<file path="config.mk">
export PLATFORM = sky130hd
export DESIGN_NAME = req_gnt_rr_arbiter
export DESIGN_NICKNAME = d
export VERILOG_FILES = /design/src/rtl/arb_pkg.sv /design/src/rtl/rr_priority_pick.sv /design/src/rtl/req_gnt_rr_arbiter.sv
export SDC_FILE = /design/constraint.sdc
export NUM_CORES = 1
export LEC_CHECK = 0
export BUFFER_PORTS_ARGS = -buffer_cell sky130_fd_sc_hd__buf_2
export CAP_MARGIN = 20
export CORE_MARGIN = 2
export CORE_UTILIZATION = 59
export CTS_BUF_LIST = sky130_fd_sc_hd__clkbuf_8
export DETAILED_ROUTE_END_ITERATION = 7
export GPL_TIMING_DRIVEN = 0
export PLACE_DENSITY = 0.9
export SETUP_SLACK_MARGIN = 0.2
export SKIP_CTS_REPAIR_TIMING = 1
export SYNTH_ARGS = -nofsm -noshare
export SYNTH_HDL_FRONTEND = slang
export SYNTH_SLANG_ARGS = --single-unit
export TNS_END_PERCENT = 50
</file>
<file path="constraint.sdc">
create_clock -name clk -period 2.05 [get_ports clk]
set_input_delay 0.3075 -clock clk [delete_from_list [all_inputs] [get_ports clk]]
set_output_delay 0.3075 -clock clk [all_outputs]
set_load 0.05 [all_outputs]
</file>
<file path="src/rtl/arb_pkg.sv">
// Shared types for the round-robin req/gnt arbiter, plus a rotating-priority
// reference function used by anything that needs a golden pick.
package arb_pkg;

  typedef enum logic [1:0] {IDLE, GRANT, GAP} arb_state_t;

  // One-hot of the first set bit of req searching ptr, ptr+1, ... mod n (n <= 16)
  function automatic logic [15:0] rr_onehot(input logic [15:0] req,
                                            input int unsigned ptr,
                                            input int unsigned n);
    logic [15:0] oh;
    int unsigned j;
    oh = '0;
    for (int unsigned k = 0; k < n; k++) begin
      j = (ptr + k) % n;
      if (req[j] && oh == '0) oh[j] = 1'b1;
    end
    return oh;
  endfunction

endpackage

</file>
<file path="src/rtl/rr_priority_pick.sv">
// Combinational rotating-priority picker: rotate by ptr, take the lowest set
// bit, rotate the index back.
module rr_priority_pick #(
  parameter int N = 4,
  localparam int PW = $clog2(N)
) (
  input  logic [N-1:0]  eligible,
  input  logic [PW-1:0] ptr,
  output logic [PW-1:0] pick,
  output logic          any
);

  logic [N-1:0] rot;
  int           j;
  int           idx;
  int           p;

  always_comb begin
    rot = '0;
    j   = 0;
    for (int i = 0; i < N; i++) begin
      j = i + int'(ptr);
      if (j >= N) j = j - N;
      rot[i] = eligible[j];
    end
    idx = 0;
    for (int i = N - 1; i >= 0; i--)
      if (rot[i]) idx = i;
    p = idx + int'(ptr);
    if (p >= N) p = p - N;
    pick = PW'(p);
    any  = |eligible;
  end

endmodule

</file>
<file path="src/rtl/req_gnt_rr_arbiter.sv">
// Round-robin arbiter with registered one-hot grants, hold-until-release,
// a forced-revoke hold timeout and a mandatory one-cycle gap between owners.
module req_gnt_rr_arbiter
  import arb_pkg::*;
#(
  parameter int N        = 4,
  parameter int MAX_HOLD = 8,
  localparam int IW      = $clog2(N),
  localparam int CNT_W   = $clog2(MAX_HOLD + 1)
) (
  input  logic          clk,
  input  logic          rst_n,
  input  logic [N-1:0]  req,
  output logic [N-1:0]  gnt,
  output logic          gnt_valid,
  output logic [IW-1:0] gnt_id,
  output logic          timeout_pulse
);

  arb_state_t       state;
  logic [IW-1:0]    ptr;
  logic [IW-1:0]    pick;
  logic [IW-1:0]    nxt_ptr;
  logic [CNT_W-1:0] hold_cnt;
  logic [N-1:0]     lock;
  logic [N-1:0]     eligible;
  logic             any;

  assign eligible = req & ~lock;
  assign nxt_ptr  = (gnt_id == IW'(N - 1)) ? '0 : gnt_id + IW'(1);

  rr_priority_pick #(.N(N)) u_pick (
    .eligible (eligible),
    .ptr      (ptr),
    .pick     (pick),
    .any      (any)
  );

  always_ff @(posedge clk or negedge rst_n) begin
    if (!rst_n) begin
      state         <= IDLE;
      ptr           <= '0;
      hold_cnt      <= '0;
      lock          <= '0;
      gnt           <= '0;
      gnt_valid     <= 1'b0;
      gnt_id        <= '0;
      timeout_pulse <= 1'b0;
    end else begin
      timeout_pulse <= 1'b0;
      // A requester earns its way back from a timeout by dropping req once
      lock <= lock & req;
      case (state)
        IDLE: begin
          if (any) begin
            gnt       <= N'(1) << pick;
            gnt_valid <= 1'b1;
            gnt_id    <= pick;
            hold_cnt  <= CNT_W'(1);
            state     <= GRANT;
          end
        end
        GRANT: begin
          if (!req[gnt_id] || hold_cnt == CNT_W'(MAX_HOLD)) begin
            gnt       <= '0;
            gnt_valid <= 1'b0;
            gnt_id    <= '0;
            ptr       <= nxt_ptr;
            state     <= GAP;
            if (req[gnt_id]) begin
              timeout_pulse <= 1'b1;
              lock[gnt_id]  <= 1'b1;
            end
          end else begin
            hold_cnt <= hold_cnt + CNT_W'(1);
          end
        end
        default: state <= IDLE;
      endcase
    end
  end

  a_onehot: assert property (@(posedge clk) disable iff (!rst_n) $onehot0(gnt));
  a_valid:  assert property (@(posedge clk) disable iff (!rst_n) gnt_valid == |gnt);
  a_pulse:  assert property (@(posedge clk) disable iff (!rst_n) timeout_pulse |=> !timeout_pulse);
  a_gap:    assert property (@(posedge clk) disable iff (!rst_n) $fell(gnt_valid) |=> !gnt_valid);

  for (genvar i = 0; i < N; i++) begin : g_lane
    a_gnt_req: assert property (@(posedge clk) disable iff (!rst_n) gnt[i] |-> $past(req[i]));
  end

endmodule
</file>
==> reports/qor.txt <==
YOSYS
------------------------------------------------------------------------------------------
Net Count, Synth ............................................................          138
Simple-gate share of the synthesized area ...................................        24.3%
Top cells by area in the synthesized netlist ................................ sky130_fd_sc_hd__dfrtp_1 (41%), sky130_fd_sc_hd__ha_1 (7.2%), sky130_fd_sc_hd__nand3_1 (5.8%)
Post-synth EDFFs ............................................................            0
Portion of synthesized cell area occupied by the leading cell type ..........        41.3%
Top flip-flop cell by instance count after synthesis ........................ sky130_fd_sc_hd__dfrtp_1
Post-synthesis area per instance ............................................   9.70 sq um
Mux cell area share after synthesis .........................................        2.79%
Leading area contributor after synthesis .................................... sky130_fd_sc_hd__dfrtp_1
Share of synthesized registers carrying an async set or reset ...............         100%
Xor/xnor cell area share of the yosys netlist ...............................       0.722%
Seq/Total Area, Yosys .......................................................        41.3%
Netlist area before placement ...............................................   1210 sq um
Fraction of the mapped netlist area in adder cells ..........................        7.22%
Fraction of the mapped netlist area in compound gates .......................        18.6%
Cells after synthesis .......................................................          125
Number of distinct library cells after synthesis ............................           37
Dominant combinational cell family by area after synthesis .................. simple AND/OR/NAND/NOR gates
Count of state elements after synthesis .....................................           20
Warning count from the yosys run ............................................            0

FLOORPLANNING
------------------------------------------------------------------------------------------
Area of the core ............................................................   1940 sq um
Row count ...................................................................           16
Top Ports ...................................................................           14
Total Die Area ..............................................................   2430 sq um
Die width ...................................................................      49.3 um
Starting density of the core ................................................        62.4%
Overall die height ..........................................................      49.3 um

GLOBAL ROUTE
------------------------------------------------------------------------------------------
Largest net degree at the start of global routing ...........................           21
Via count of the first global-routing pass ..................................         1027
GRT Resource Usage Total ....................................................        24.5%
Number of antenna violations at the first check in global routing ...........            0
Wire length of the first global-routing pass ................................      4.53 mm
Remaining Overflow, GRT .....................................................            0

WORST SETUP PATH
------------------------------------------------------------------------------------------
WP data required ............................................................      2.20 ns
CP Data Arrival Time ........................................................      2.16 ns
Type of the setup path with the least slack ................................. flip-flop to flip-flop
Maximum fanout encountered on the critical timing path ......................           10
Category of the worst setup path launch point ...............................    flip-flop
Delay of the slowest cell on the worst path .................................      0.41 ns
CP max stage cell ........................................................... sky130_fd_sc_hd__dfrtp_1
Critical path cell sequence ................................................. buf_6 -> o311a_1 -> o211ai_1 -> ha_2 -> nor3b_4 -> o21ai_1 -> nand3_1
Kind of end point of the critical path ......................................    flip-flop

STA
------------------------------------------------------------------------------------------
Highest clock frequency the design can meet .................................      498 MHz
Maximum clock skew at final layout ..........................................   0.00247 ns
Number of setup violations in the final report ..............................            0
Final worst-path cycle share ................................................        97.9%
Hold Slack ..................................................................   -0.0172 ns
Setup tns final .............................................................         0 ns
Transition at the pin with the smallest max-transition slack ................     0.641 ns
Final period demand of the worst path .......................................      2.01 ns
Min setup slack post-route ..................................................    0.0439 ns
Final slew viol count .......................................................            0
Final-report hold violation count ...........................................           20
RSZ-0062 raised after global routing ........................................          yes
Max transition margin .......................................................        57.1%

ROUTE
------------------------------------------------------------------------------------------
Number of remaining DRC errors ..............................................            0
Iteration-0 DRC Markers .....................................................           45
Drt total wl ................................................................      3.04 mm
Via count normalized by instance count ......................................         6.31
Wire length per cell after detailed routing .................................      17.4 um
Post-route ant nets .........................................................            0
Drt first pass iters ........................................................            4
Overall via count from detail_route .........................................         1098

CLOCK NETWORK
------------------------------------------------------------------------------------------
Htree depth .................................................................            1
Clock insertion delay at the later pin of the skew report ...................      0.26 ns
Clock edge transition at the registers on the reported setup and hold paths .      0.07 ns
Maximum root-to-sink buffer count ...........................................            2
Number of buffers added by the clock tree synthesis step ....................            3
CTS tree ....................................................................        built
Clock tree sinks ............................................................           20
Clock Tree Root ............................................................. sky130_fd_sc_hd__clkbuf_8

CELLS AND AREA
------------------------------------------------------------------------------------------
Area Overhead vs Synth ......................................................        21.9%
Layout cells sized above 1 ..................................................        29.9%
Final-layout fill cell count ................................................          127
Number of diodes added for antenna fixing ...................................            0
Number of cells in the finished layout apart from fillers ...................          174
Most common cell after layout, fill and taps aside .......................... sky130_fd_sc_hd__dfrtp_1
Commonest cells after routing, fill and taps aside .......................... sky130_fd_sc_hd__dfrtp_1 (19), sky130_fd_sc_hd__nand3_1 (14), sky130_fd_sc_hd__buf_2 (14), sky130_fd_sc_hd__nand2_1 (12), sky130_fd_sc_hd__inv_1 (7)
Final Net Count .............................................................          161

PLACEMENT
------------------------------------------------------------------------------------------
Post-placement cell count ...................................................          165
Port-buffer cells ...........................................................           13
Estimated wirelength of the detail-placed design ............................      1.91 mm
Worst slack, placed .........................................................    -0.166 ns
Global placement routability congestion .....................................        0.875

POWER AND IR DROP
------------------------------------------------------------------------------------------
Leakage power figure ........................................................     0.695 nW
Worst-case vdd ir drop ......................................................      1060 uV
Final total power ...........................................................    0.00223 W
PwrDens ..................................................................... 1510 nW/um^2

OUTCOME
------------------------------------------------------------------------------------------
Failing checks ..............................................................  hold timing
Outcome ..................................................................... complete, but fails checks

WORST HOLD PATH
------------------------------------------------------------------------------------------
Kind of path behind the tightest hold check ................................. input port to asynchronous set/reset pin

FLOW RUN
------------------------------------------------------------------------------------------
Max-cap violations ..........................................................            0

[metal layers]
metal  part of all wire (%)  wire length (um)  track usage, %
met1                     41              1250            28.7
met2                     53              1610            42.6
met3                    3.6               108            5.21
met4                    2.0                60            11.4
met5                      0                 0               0
[cell type report]
| type | instances | area, sq um | share of cell area, % |
|---|---|---|---|
| multi-input combinational | 92 | 708 | 47.9 |
| sequential | 20 | 502 | 34.0 |
| timing repair buffer | 18 | 100 | 6.77 |
| clock buffer | 4 | 55.1 | 3.73 |
| buffer | 6 | 52.6 | 3.56 |
| tap | 27 | 33.8 | 2.29 |
| inverter | 7 | 26.3 | 1.78 |
[synthesized netlist by cell type, types with 2 or more instances]
master	n
sky130_fd_sc_hd__o21ai_0	7
sky130_fd_sc_hd__nand2_1	12
sky130_fd_sc_hd__buf_2	2
sky130_fd_sc_hd__o211ai_1	4
sky130_fd_sc_hd__nor3_1	2
sky130_fd_sc_hd__and3_1	4
sky130_fd_sc_hd__inv_1	7
sky130_fd_sc_hd__o31ai_1	3
sky130_fd_sc_hd__dfrtp_1	20
sky130_fd_sc_hd__nor2b_1	4
sky130_fd_sc_hd__a21oi_1	2
sky130_fd_sc_hd__nor2_1	2
sky130_fd_sc_hd__nand3_1	14
sky130_fd_sc_hd__clkbuf_1	2
sky130_fd_sc_hd__nand2b_1	5
sky130_fd_sc_hd__nor3b_1	2
sky130_fd_sc_hd__nand4_1	3
sky130_fd_sc_hd__ha_1	7
sky130_fd_sc_hd__a22o_1	5
[kinds of logic after synthesis]
logic type	count (synthesis)
AND/OR/NAND/NOR	54
AO/OA/AOI/OAI	28
flip-flops	20
buffers and inverters	13
adder cells (fa/ha/maj)	7
multiplexers	2
XOR/XNOR	1
[through the flow]
stage               instance area [sq um]  util, %
floorplan                            1210        -
global placement                     1310     67.6
detailed placement                   1310     67.6
CTS                                  1370     70.4
global route                         1480     76.1
finish                               1480     76.1
[worst max-delay path, delay by kind of cell, from the launching register on]
| kind | cells | cell delay (ns) |
|---|---|---|
| AOI/OAI and AO/OA | 3 | 0.70 |
| and+or+nand+nor | 2 | 0.27 |
| adders and majority gates | 1 | 0.37 |
| buffers and inverters | 1 | 0.15 |
| DFF | 1 | 0.41 |
[state kept, by name, indices dropped and copies added (netlist names)]
name / count
state: 2
ptr: 2
lock: 4
gnt_id: 2
hold_cnt: 4
timeout_pulse: 1
gnt: 4
gnt_valid: 1
[final timing paths]
kind                       slack [ns]  cells after the start             startpoint                 endpoint
min                             -0.02                      1                  rst_n  timeout_pulse$_DFF_PN0_
min in group clk                 0.32                      2                 req[0]        lock[0]$_DFF_PN0_
max in group asynchronous        1.73                      1                  rst_n    gnt_id[1]$_DFFE_PN0P_
min reg2reg                      0.48                      2  gnt_valid$_DFFE_PN0P_    gnt_valid$_DFFE_PN0P_
max                              0.04                      7     ptr[0]$_DFFE_PN0P_       gnt[1]$_DFFE_PN0P_
max reg2reg                      0.04                      7     ptr[0]$_DFFE_PN0P_       gnt[1]$_DFFE_PN0P_
[power by group]
group / total, W / switching [W] / internal, W / leakage, nW
clock network: 0.000304 / 0.000133 / 0.000171 / 0.0288
registers: 0.000658 / 0.000140 / 0.000518 / 0.257
logic: 0.00127 / 0.000765 / 0.000503 / 0.409
Power figures use the tool's default switching activity.
